`src/rtl/display_timings_dvi.sv`:
```
// display_timings_dvi: pixel-clock raster generator for the DVI/TMDS path.
// Produces sx/sy position counters plus registered de, hsync, vsync, ctrl,
// line and frame markers. All of these describe the same position in the
// same cycle.
// Optional feature: define DISPLAY_TIMINGS_RESTART_EN to add a synchronous
// 'restart' input that forces the raster back to (0,0).
module display_timings_dvi #(
  parameter int          CORDW  = 16,
  parameter int unsigned H_RES  = 640,
  parameter int unsigned H_FP   = 16,
  parameter int unsigned H_SYNC = 96,
  parameter int unsigned H_BP   = 48,
  parameter int unsigned V_RES  = 480,
  parameter int unsigned V_FP   = 10,
  parameter int unsigned V_SYNC = 2,
  parameter int unsigned V_BP   = 33,
  parameter bit          H_POL  = 1'b0,
  parameter bit          V_POL  = 1'b0
) (
  input  logic             clk_pix,
  input  logic             rst_n,
`ifdef DISPLAY_TIMINGS_RESTART_EN
  input  logic             restart,
`endif
  output logic [CORDW-1:0] sx,
  output logic [CORDW-1:0] sy,
  output logic             de,
  output logic             hsync,
  output logic             vsync,
  output logic [1:0]       ctrl,
  output logic             line,
  output logic             frame
);

  // Window edges are summed at 32 bits so that porches of any size, including
  // zero, cannot wrap before the comparison is made.
  localparam int unsigned H_TOTAL = H_RES + H_FP + H_SYNC + H_BP;
  localparam int unsigned V_TOTAL = V_RES + V_FP + V_SYNC + V_BP;
  localparam int unsigned HS_BEG  = H_RES + H_FP;
  localparam int unsigned HS_END  = HS_BEG + H_SYNC;
  localparam int unsigned VS_BEG  = V_RES + V_FP;
  localparam int unsigned VS_END  = VS_BEG + V_SYNC;
  localparam logic [CORDW-1:0] H_LAST = CORDW'(H_TOTAL - 1);
  localparam logic [CORDW-1:0] V_LAST = CORDW'(V_TOTAL - 1);

  // Reject parameter sets the counters cannot represent.
  if (64'(H_TOTAL) > (64'd1 << CORDW)) begin : g_bad_htotal
    $error("H_TOTAL does not fit in CORDW bits");
  end
  if (64'(V_TOTAL) > (64'd1 << CORDW)) begin : g_bad_vtotal
    $error("V_TOTAL does not fit in CORDW bits");
  end
  if (H_SYNC == 0) begin : g_bad_hsync
    $error("H_SYNC must be non-zero");
  end
  if (V_SYNC == 0) begin : g_bad_vsync
    $error("V_SYNC must be non-zero");
  end

  logic [CORDW-1:0] sx_q, sx_d, sy_q, sy_d;
  logic             de_q, de_d, hs_q, hs_d, vs_q, vs_d, line_q, line_d, frame_q, frame_d;
  logic [31:0]      sx32, sy32;

  // Next position first; every marker is then decoded from that next
  // position, so registered markers line up with the registered counters.
  always_comb begin
    sx_d = sx_q + CORDW'(1);
    sy_d = sy_q;
    if (sx_q == H_LAST) begin
      sx_d = '0;
      sy_d = (sy_q == V_LAST) ? '0 : sy_q + CORDW'(1);
    end
`ifdef DISPLAY_TIMINGS_RESTART_EN
    if (restart) begin
      sx_d = '0;
      sy_d = '0;
    end
`endif
    sx32    = 32'(sx_d);
    sy32    = 32'(sy_d);
    de_d    = (sx32 < H_RES) && (sy32 < V_RES);
    hs_d    = ((sx32 >= HS_BEG) && (sx32 < HS_END)) ? H_POL : ~H_POL;
    // sy only moves when sx returns to 0, so vsync edges land on sx==0.
    vs_d    = ((sy32 >= VS_BEG) && (sy32 < VS_END)) ? V_POL : ~V_POL;
    line_d  = (sx_d == '0);
    frame_d = (sx_d == '0) && (sy_d == '0);
  end

  // Raster state and output flops; async reset parks on the last position.
  always_ff @(posedge clk_pix or negedge rst_n) begin
    if (!rst_n) begin
      sx_q    <= H_LAST;
      sy_q    <= V_LAST;
      de_q    <= 1'b0;
      hs_q    <= ~H_POL;
      vs_q    <= ~V_POL;
      line_q  <= 1'b0;
      frame_q <= 1'b0;
    end else begin
      sx_q    <= sx_d;
      sy_q    <= sy_d;
      de_q    <= de_d;
      hs_q    <= hs_d;
      vs_q    <= vs_d;
      line_q  <= line_d;
      frame_q <= frame_d;
    end
  end

  assign sx    = sx_q;
  assign sy    = sy_q;
  assign de    = de_q;
  assign hsync = hs_q;
  assign vsync = vs_q;
  assign ctrl  = {vs_q, hs_q};
  assign line  = line_q;
  assign frame = frame_q;

endmodule

```
`config.mk`:
```
export PLATFORM = sky130hd
export DESIGN_NAME = display_timings_dvi
export DESIGN_NICKNAME = d
export VERILOG_FILES = /design/src/rtl/display_timings_dvi.sv
export SDC_FILE = /design/constraint.sdc
export NUM_CORES = 1
export LEC_CHECK = 0
export ABC_CLOCK_PERIOD_IN_PS = 6200
export BUFFER_PORTS_ARGS = -buffer_cell sky130_fd_sc_hd__buf_2
export CAP_MARGIN = 20
export CORE_ASPECT_RATIO = 2
export CORE_MARGIN = 2
export CORE_UTILIZATION = 61
export CTS_BUF_LIST = sky130_fd_sc_hd__clkbuf_2 sky130_fd_sc_hd__clkbuf_4 sky130_fd_sc_hd__clkbuf_8
export CTS_CLUSTER_SIZE = 10
export DETAILED_ROUTE_END_ITERATION = 10
export GPL_ROUTABILITY_DRIVEN = 0
export PLACE_DENSITY = 0.86
export SKIP_CTS_REPAIR_TIMING = 1
export SLEW_MARGIN = 20
export SYNTH_ARGS = -nofsm -noshare
export SYNTH_HDL_FRONTEND = slang
export SYNTH_SLANG_ARGS = --single-unit
export TNS_END_PERCENT = 5
```
`constraint.sdc`:
```
create_clock -name clk_pix -period 6.2 [get_ports clk_pix]
set_input_delay 0.93 -clock clk_pix [delete_from_list [all_inputs] [get_ports clk_pix]]
set_output_delay 0.93 -clock clk_pix [all_outputs]
set_load 0.005 [all_outputs]
```
==> summary.md, run 1 <==
| Metric | Value |
|---|---|
| Clock power frac | `41.6%` |
| Row count | `31` |
| Final-stage net count | `278` |
| Core Area | `0.00361 sq mm` |
| Final Hold Violating Endpoints | `0` |
| Post-synthesis async set-or-reset flop share | `100%` |
| Rel. slew slack | `45.9%` |
| Die H | `90.7 um` |
| Commonest non-fill, non-tap cell in the layout | `buf_2` |
| GR Overflow Total | `0` |
| Register area | `941 sq um` |
| R2R depth | `7` |
| Drc violations | `0` |
| Syn Area/Cell | `9.76 sq um` |
| WP data arrival | `3420 ps` |
| Max Fclk | `311 MHz` |
| Final period demand of the worst path | `3220 ps` |
| H-Tree Depth | `2` |
| PwrDens | `162 mW/mm^2` |
| Setup Viol. Count Final | `0` |
| Tightest Pin Transition | `811 ps` |
| Net Switching | `89.9 uW` |
| Fin crit share | `51.9%` |
| Slew Viols, Final | `0` |
| Overall Global Routing Usage | `31.5%` |
| First-pass GRT wire length | `9780 um` |
| IO buf count | `40` |
| Worst path max stage delay | `580 ps` |
| Num CTS Buffers | `5` |
| Vias in the first global route | `2,069` |
| Buf/Inv on CP | `0` |
| Vias/cell | `6.36` |
| Setup slack, reg-to-reg | `2980 ps` |
| Most frequent cells in the layout | `buf_2, dfrtp_1, nand2_1, nand3_1` |
| Clock-pin slew reported for the worst setup and hold paths after clock tree synthesis | `70 ps` |
| Synth warn | `0` |
| Largest net degree at the start of global routing | `38` |
| Post-synth cell types | `52` |
| Initial Utilization | `63.6%` |
| Longest Clk Path Bufs | `2` |
| CTS Root Cell | `clkbuf_8` |
| Data required, critical path | `6400 ps` |
| Share of power burned in registers | `57.3%` |
| Routed vias | `2,053` |
| Layout cells sized above 1 | `29.2%` |
| DRT Pass-1 Iters | `4` |
| Clk_lat worst skew | `290 ps` |
| Cell depth of the worst setup path | `7` |
| CP Launch Type | `flop` |
| Die area | `0.00430 sq mm` |
| Antenna cells | `0` |
| Multi-input combinational cell area | `0.00125 sq mm` |
| Fillers | `298` |
| CTS tree | `built` |
| Ys flop type | `dfrtp_1` |
| Switch share | `21.3%` |
| Cells on Worst Hold Path | `1` |
| Final Skew | `10.0 ps` |
| Worst-path cell chain | `ha_1 > and4_1 > and3_1 > a31oi_1 > nor4b_1 > or4b_1 > or4_1` |
| DRT iter0 DRCs | `76` |
| Post-route setup TNS | `0 ps` |
| HPWL reported at the end of detailed placement | `4490 um` |
| Number of flops mapped to enable cells by yosys | `0` |
| Setup Crit Path Kind | `flop to flop` |
| Clock Sinks | `37` |
| I/O Pins | `41` |
| Area growth from synthesis to layout | `13.4%` |
| Min-delay worst type | `flop to flop` |
| Die Span X | `47.4 um` |
| ANT nets after route | `0` |
| Post-Synthesis Cells | `235` |
| DR WL/cell | `18.3 um` |
| Crit-path slowest cell | `dfstp_2` |
| Crit-path max FO | `12` |
| Outcome | `complete, no violations` |
| Lkg Pwr | `0.00119 uW` |
| #FFs+latches synth | `37` |
| Worst vdd ir | `0.168 mV` |
| Initial antenna violation count | `0` |
| Logic pwr share | `1.1%` |
| Internal Power | `332 uW` |
| Register area share after synthesis | `41.0%` |
| Final wirelength | `5900 um` |
| Kind of end point of the critical path | `flop` |
| RSZ-0062 raised after global routing | `false` |
| Mapped Nets | `240` |
| Syn Std Cell Area | `0.00229 sq mm` |
| Number of max-cap violations | `0` |
| Worst path top cell family by delay | `simple AND/OR/NAND/NOR gates` |
| Utilization after layout | `72.1%` |
final timing paths:
path	startpoint	end
max in group asynchronous	rst_n	sx[10]
setup reg to reg	sx[0]	vsync
setup / recovery	sx[0]	vsync
hold / removal	sx[0]	sx[0]
min in group asynchronous	rst_n	sy[10]
hold reg to reg	sx[0]	sx[0]
worst reg2reg max path: cells and delay by family (launching register included):
kind	cells	cell delay [ps]
AND/OR/NAND/NOR	5	2150
adder cells (fa/ha/maj)	1	260
AO/OA/AOI/OAI	1	160
flip-flops	1	580
cells by family after synthesis:
kind of cell,after synthesis,share of synthesized area (%)
XOR/XNOR,19,7.26
AO/OA/AOI/OAI,28,8.95
AND/OR/NAND/NOR,121,34.8
adder cells (fa/ha/maj),3,1.64
buffers and inverters,23,4.47
multiplexers,4,1.91
flip-flops,37,41.0
cells in the mapped netlist, drive strengths merged, types with 4 or more instances:
cell type,count,area (sq um)
and3,4,25.0
and4,6,53.8
buf,7,42.5
dfrtp,25,626
dfstp,12,315
inv,14,52.6
nand2,21,78.8
nand3,15,75.1
nand4,11,75.1
nor2,13,48.8
nor3,16,103
nor4,8,86.3
nor4b,5,43.8
o211ai,7,52.6
or2,5,31.3
xnor2,11,96.3
xor2,8,70.1
power groups by stage:
stage / registers, uW / clock network (uW) / logic, uW
global placement: 246 / 0 / 4.91
detailed placement: 246 / 0 / 5.00
finish: 242 / 175 / 4.67
floorplan: 246 / 0 / 0.000521
CTS: 242 / 181 / 4.99
global route: 242 / 190 / 5.74
state kept, by name, indices dropped and copies added (netlist names):
| signal | flops |
|---|---|
| vsync | 1 |
| de | 1 |
| sx | 16 |
| line | 1 |
| hsync | 1 |
| sy | 16 |
| frame | 1 |
stage by stage:
stage               hold slack, ps  instances  setup slack [ps]  instance area (sq um)  total power, uW
floorplan                      505        235              3380                   2290              246
global placement               508        315              3130                   2500              251
detailed placement             521        315              3080                   2500              251
CTS                            539        323              3040                   2600              428
global route                   569        323              2790                   2600              438
finish                         541        323              2980                   2600              422
routing by layer:
metal  up-vias  wire length [um]  GRT usage [%]
li1        947                 -              -
met1       967              1970           34.6
met2       102              3240           52.5
met3        37               302           4.80
met4         0               395           18.5
met5         -                 0              0
cell type report:
| type | instances | area share (%) |
|---|---|---|
| Clock buffer | 6 | 3.17 |
| Clock inverter | 2 | 0.529 |
| Inverter | 14 | 2.02 |
| Multi-Input combinational cell | 175 | 48.1 |
| Sequential cell | 37 | 36.2 |
| Tap cell | 49 | 2.36 |
| Timing Repair Buffer | 40 | 7.70 |
(Power assumes the default switching activity.)
==> inputs of run 2 (changes only) <==
- ABC_CLOCK_PERIOD_IN_PS: 6200 -> 2850
- CORE_UTILIZATION: 61 -> 52
- PLACE_DENSITY: 0.86 -> 0.78
- clock period: 6.2 -> 2.85 ns (I/O delays scaled with it)
==> run 2 against run 1 <==
Against the previous run: sequential share of layout area is 3.9 points lower; worst hold slack got worse by 310 ps; maximum frequency rose by 18%; cell count grew 11%; critical endpoint unchanged; power grew 140%; highest routed layer unchanged; sequential cell count stayed put.
==> summary.md, run 2 (same netlist as run 1, synthesis figures left out) <==
| Metric | Value |
|---|---|
| Clock power frac | `47.2% (+5.6 points)` |
| Final Skew | `12.0 ps (+2.04 ps)` |
| DRT Pass-1 Iters | `4 (unchanged)` |
| Layout cells sized above 1 | `39.5% (+10 points)` |
| PwrDens | `347 mW/mm^2 (+110%)` |
| Lkg Pwr | `0.00135 uW (+13%)` |
| Area growth from synthesis to layout | `27.4%` |
| Logic pwr share | `1.0% (about the same)` |
| CP Launch Type | `flop` |
| Max Fclk | `365 MHz (+18%)` |
| IO buf count | `40 (unchanged)` |
| Kind of end point of the critical path | `flop` |
| Fin crit share | `96.1% (+44 points)` |
| Routed vias | `2,176 (+6.0%)` |
| CTS tree | `built` |
| Vias in the first global route | `2,277 (+10%)` |
| Vias/cell | `6.08 (-4.4%)` |
| Initial Utilization | `53.4% (-10 points)` |
| Setup slack, reg-to-reg | `110 ps (-2870 ps)` |
| Row count | `34 (+9.7%)` |
| Die H | `97.9 um (+7.9%)` |
| Number of max-cap violations | `0 (unchanged)` |
| CTS Root Cell | `clkbuf_8` |
| Overall Global Routing Usage | `28.8% (-2.7 points)` |
| Final Hold Violating Endpoints | `0 (unchanged)` |
| Longest Clk Path Bufs | `2 (unchanged)` |
| Clock-pin slew reported for the worst setup and hold paths after clock tree synthesis | `90 ps (+20 ps)` |
| Slew Viols, Final | `0 (unchanged)` |
| Worst vdd ir | `0.423 mV (+150%)` |
| Placed cell areas | `0.00274 sq mm (+9.2%)` |
| Final-stage net count | `308 (+11%)` |
| Clock Sinks | `37 (unchanged)` |
| Num CTS Buffers | `5 (unchanged)` |
| Data required, critical path | `3080 ps (-3320 ps)` |
| DRT iter0 DRCs | `35 (-54%)` |
| WHS | `227 ps (-314 ps)` |
| Setup Viol. Count Final | `0 (unchanged)` |
| RR Endpoint | `vsync` |
| Antenna cells | `0 (unchanged)` |
| Rel. slew slack | `44.4% (-1.5 points)` |
| R2R depth | `6 (-1)` |
| Commonest non-fill, non-tap cell in the layout | `buf_2` |
| Min-delay worst type | `input pin to asynchronous set/reset pin` |
| Drc violations | `0 (unchanged)` |
| I/O Pins | `41 (unchanged)` |
| Crit-path max FO | `7 (-5)` |
| Final wirelength | `6600 um (+12%)` |
| Die area | `0.00499 sq mm (+16%)` |
| ANT nets after route | `0 (unchanged)` |
| GR Overflow Total | `0 (unchanged)` |
| Core Area | `0.00430 sq mm (+19%)` |
| H-Tree Depth | `2 (unchanged)` |
| HPWL reported at the end of detailed placement | `4920 um (+9.7%)` |
| DR WL/cell | `18.4 um (+0.84%)` |
| Net Switching | `227 uW (+150%)` |
| Final period demand of the worst path | `2740 ps (-481 ps)` |
| Internal Power | `788 uW (+140%)` |
| Share of power burned in registers | `51.8% (-5.5 points)` |
| Switch share | `22.3% (+1.0 points)` |
| Post-route design area | `0.00292 sq mm (+12%)` |
| First-pass GRT wire length | `10,800 um (+10%)` |
| Setup Crit Path Kind | `flop to flop` |
| Clk_lat worst skew | `300 ps (about the same)` |
| Outcome | `complete, no violations` |
| Die Span X | `51.0 um (+7.6%)` |
| Reg-to-Reg Start | `sx[8]` |
| Initial antenna violation count | `0 (unchanged)` |
| WP data arrival | `2970 ps (-450 ps)` |
| Tightest Pin Transition | `834 ps (+22.9 ps)` |
| Largest net degree at the start of global routing | `38 (unchanged)` |
| Most frequent cells in the layout | `buf_2, buf_4, dfrtp_1, nand2_1, nand3_1` |
run 2: cell types whose count changed in the layout (fill, tap and decap cells not counted), moves of 2 or more:
cell,before,now
nor3_2,0,2
nor3_1,14,12
nor4b_2,0,2
nor4b_1,5,3
buf_4,0,30
run 2: power groups by stage:
stage | clock [uW] | sequential, uW | combinational [uW]
detailed placement | 0 | 535 | 11.4
global route | 499 | 525 | 12.8
floorplan | 0 | 535 | 0.000521
global placement | 0 | 535 | 11.0
finish | 479 | 525 | 10.5
CTS | 485 | 525 | 11.5
run 2: layout make-up:
class,instances,area [sq um]
inverters,14,52.6
repair buffers,70,425
multi-input cells,175,1320
well taps,54,67.6
fillers,384,1380
flip-flops and latches,37,942
clock buffers,5,68.8
clock inverters,3,46.3
run 2: metrics by stage:
stage	setup TNS [ps]	total power, uW	setup slack (ps)	util (%)	std cells
final	0	1010	111	68.0	358
after global routing	-17.7	1040	-17.7	68.0	358
after CTS	-27.4	1020	-27.4	66.4	358
after detailed placement	-11.3	547	-11.3	63.7	350
after global placement	0	546	54.6	63.7	350
after floorplan	0	535	33.9	-	235
run 2: how the worst max path moves through the flow:
stage	start	to	slack [ps]
6_report	sx[8]	vsync	110
5_1_grt	sy[6]	vsync	-20
4_1_cts	sx[0]	vsync	-30
3_5_place_dp	sx[0]	vsync	-10
3_3_place_gp	sx[0]	vsync	50
2_1_floorplan	sx[0]	vsync	30
run 2: worst max-delay path, cell delays in order (launching register included):
cell       delay, ps
dfstp_2          570
nand4bb_4        180
nand4bb_4        350
nor4_4           340
mux2i_1          170
or4b_4           530
or4_1            520
run 2: per-layer routing:
layer | share of wire (%) | global-route usage, % | routed length, um
met2 | 57 | 51.4 | 3730
met5 | 0 | 0 | 0
met4 | 6.5 | 22.0 | 426
met1 | 35 | 28.8 | 2280
met3 | 2.5 | 2.91 | 165
==> inputs of run 3 (changes only) <==
- ABC_AREA: unset -> 1
- CORE_UTILIZATION: 52 -> 53
- HOLD_SLACK_MARGIN: unset -> 0.03
- PLACE_DENSITY: 0.78 -> 0.79
==> run 3 against run 2 <==
Against the previous run: die area up 6.9%; sequential power about the same; wire length up 9.4%; register-to-register slack better by 620 ps; synthesized cell count up 69%; maximum frequency up 29%; power up 8.5%; worst hold slack worse by 2.8 ps.
==> summary.md, run 3 <==
| Metric | Value |
|---|---|
| Mapped Nets | `403 (+68%)` |
| Clock-pin slew reported for the worst setup and hold paths after clock tree synthesis | `80 ps (about the same)` |
| Die Span X | `52.7 um (+3.3%)` |
| Initial Utilization | `54.6% (+1.2 points)` |
| Lkg Pwr | `0.00163 uW (+21%)` |
| PwrDens | `385 mW/mm^2 (+11%)` |
| Fin crit share | `74.5% (-22 points)` |
| DRT iter0 DRCs | `94 (+170%)` |
| Clock Sinks | `37 (unchanged)` |
| Synth warn | `0 (unchanged)` |
| Final worst slack | `728 ps (+617 ps)` |
| Outcome | `complete, no violations` |
| Commonest cells post-synth | `nand2_1, nor2_1, inv_1` |
| Fillers | `442 (+15%)` |
| Ys flop type | `dfrtp_1` |
| Met1 WL | `2410 um (+6.0%)` |
| Most frequent cells in the layout | `nand2_1, nor2_1, inv_1, buf_2, nand3_1` |
| RSZ-0062 raised after global routing | `false` |
| Die area | `0.00534 sq mm (+6.9%)` |
| DR WL/cell | `14.6 um (-21%)` |
| Longest Clk Path Bufs | `2 (unchanged)` |
| Initial antenna violation count | `0 (unchanged)` |
| Final wirelength | `7220 um (+9.4%)` |
| H-Tree Depth | `2 (unchanged)` |
| First-pass GRT wire length | `11,600 um (+7.9%)` |
| Utilization after layout | `62.3% (-5.7 points)` |
| Top-count cell post-synth | `nand2_1` |
| Post-Synthesis Cells | `398 (+69%)` |
| Final-stage net count | `444 (+44%)` |
| Final Hold Violating Endpoints | `0 (unchanged)` |
| Number of flops mapped to enable cells by yosys | `0 (unchanged)` |
| Post-synthesis async set-or-reset flop share | `100% (unchanged)` |
| Post-route setup TNS | `0 ps (unchanged)` |
| Register area | `941 sq um (-0.13%)` |
| Routed vias | `2,671 (+23%)` |
| Rel. slew slack | `44.2% (-0.19 points)` |
| Syn Std Cell Area | `0.00251 sq mm (+9.4%)` |
| Min-delay worst type | `input pin to asynchronous set/reset pin` |
| Setup WS pre-CTS | `753 ps (+765 ps)` |
| ANT nets after route | `0 (unchanged)` |
| Pwr Total | `1100 uW (+8.5%)` |
| I/O Pins | `41 (unchanged)` |
| DR WL met3 | `274 um (+66%)` |
| Slew Viols, Final | `0 (unchanged)` |
| Layout cells sized above 1 | `17.7% (-22 points)` |
| Clk_lat worst skew | `300 ps (about the same)` |
| Uppermost routed layer | `met4` |
| Row count | `35 (+2.9%)` |
| Area growth from synthesis to layout | `14.1%` |
| IO buf count | `40 (unchanged)` |
| Vias in the first global route | `2,537 (+11%)` |
| Antenna cells | `0 (unchanged)` |
| Syn Area/Cell | `6.31 sq um (-35%)` |
| CTS Root Cell | `clkbuf_8` |
| Setup Viol. Count Final | `0 (unchanged)` |
| HPWL reported at the end of detailed placement | `5610 um (+14%)` |
| Overall Global Routing Usage | `30.2% (+1.4 points)` |
| Setup Crit Path Kind | `flop to flop` |
| Tightest Pin Transition | `837 ps (+2.85 ps)` |
| Final period demand of the worst path | `2120 ps (-617 ps)` |
| Core Area | `0.00460 sq mm (+7.0%)` |
| GR Overflow Total | `0 (unchanged)` |
| Largest net degree at the start of global routing | `38 (unchanged)` |
| Register area share after synthesis | `37.5% (-3.5 points)` |
| Drc violations | `0 (unchanged)` |
| WP data arrival | `2360 ps (-610 ps)` |
| Die H | `101 um (+3.5%)` |
| Met2 wire length | `4020 um (+7.8%)` |
| CTS tree | `built` |
| CP Launch Type | `flop` |
| Num CTS Buffers | `5 (unchanged)` |
| Cell taking the most area after synthesis | `dfrtp_1` |
| Kind of end point of the critical path | `flop` |
| DRT Pass-1 Iters | `4 (unchanged)` |
| Commonest non-fill, non-tap cell in the layout | `nand2_1` |
| Number of max-cap violations | `0 (unchanged)` |
| Top-area cell type share of the netlist area | `24.9% (-2.4 points)` |
| Final Skew | `6.76 ps (-5.28 ps)` |
| Max Fclk | `471 MHz (+29%)` |
| Data required, critical path | `3090 ps (about the same)` |
| #FFs+latches synth | `37 (unchanged)` |
| Multi-input combinational cell area | `0.00126 sq mm (-4.4%)` |
| Worst vdd ir | `0.385 mV (-8.9%)` |
| Vias/cell | `5.40 (-11%)` |
| Crit-path max FO | `19 (+12)` |
| Post-synth cell types | `23 (-56%)` |
| Synth top area cells | `dfrtp_1, nand2_1, dfstp_2, nor2_1, inv_1` |
run 3: cell count changes after synthesis, sizes merged, moves of 11 or more:
cell	previous run	this run
nand2	21	141
nor2	13	78
inv	14	67
nand3	15	35
nor3	16	3
xnor2	11	0
run 3: worst paths after layout:
check | from | endpoint | slack, ps | depth (start not counted)
worst max register to register | sx[0] | frame | 730 | 11
worst max-delay path | sx[0] | frame | 730 | 11
worst min-delay path | rst_n | sx[6] | 220 | 1
worst min register to register | sx[0] | sx[0] | 520 | 1
max in group asynchronous | rst_n | sy[6] | 2100 | 1
min in group clk_pix | sx[0] | sx[0] | 520 | 1
run 3: cells by family after synthesis:
logic type / count (synthesis) / share of synthesized area (%)
AOI/OAI and AO/OA: 13 / 2.79
xor gates and xnor gates: 1 / 0.349
adders and majority gates: 3 / 1.50
buffers and inverters: 73 / 12.3
DFF: 37 / 37.5
and+or+nand+nor: 271 / 45.6
run 3: area by class of cell:
| class | instances | share of cell area, % |
|---|---|---|
| multi-input cells | 288 | 44.1 |
| well taps | 55 | 2.40 |
| clock buffers | 5 | 2.40 |
| clock inverters | 3 | 2.40 |
| flip-flops and latches | 37 | 32.9 |
| inverters | 67 | 8.87 |
| repair buffers | 40 | 6.99 |
run 3: routing by layer:
metal / track usage, % / vias up
met5: 0 / -
met4: 21.9 / 0
met3: 5.01 / 43
met2: 56.3 / 104
met1: 27.5 / 1222
li1: - / 1302
run 3: report_power, final:
part | internal (uW) | switching (uW) | total, uW
clock | 352 | 213 | 565
sequential | 525 | 0 | 525
combinational | 0.495 | 10.0 | 10.5
total | 878 | 223 | 1100
run 3: through the flow:
stage | area [sq um] | hold WS [ps] | instances
final | 2860 | 224 | 495
after floorplan | 2510 | 132 | 398
after CTS | 2860 | 249 | 495
after global placement | 2730 | 500 | 487
after detailed placement | 2730 | 502 | 487
after global routing | 2860 | 287 | 495
run 3: worst max-delay path, cell delays in order, from the launching register on:
cell	delay (ps)
dfstp_2	560
ha_1	200
nand3_1	140
nor2_2	180
nand2_4	160
inv_4	190
nor2_1	70
nor2_2	170
nand3_1	80
nor2_1	110
nand3_1	100
nor2_1	90
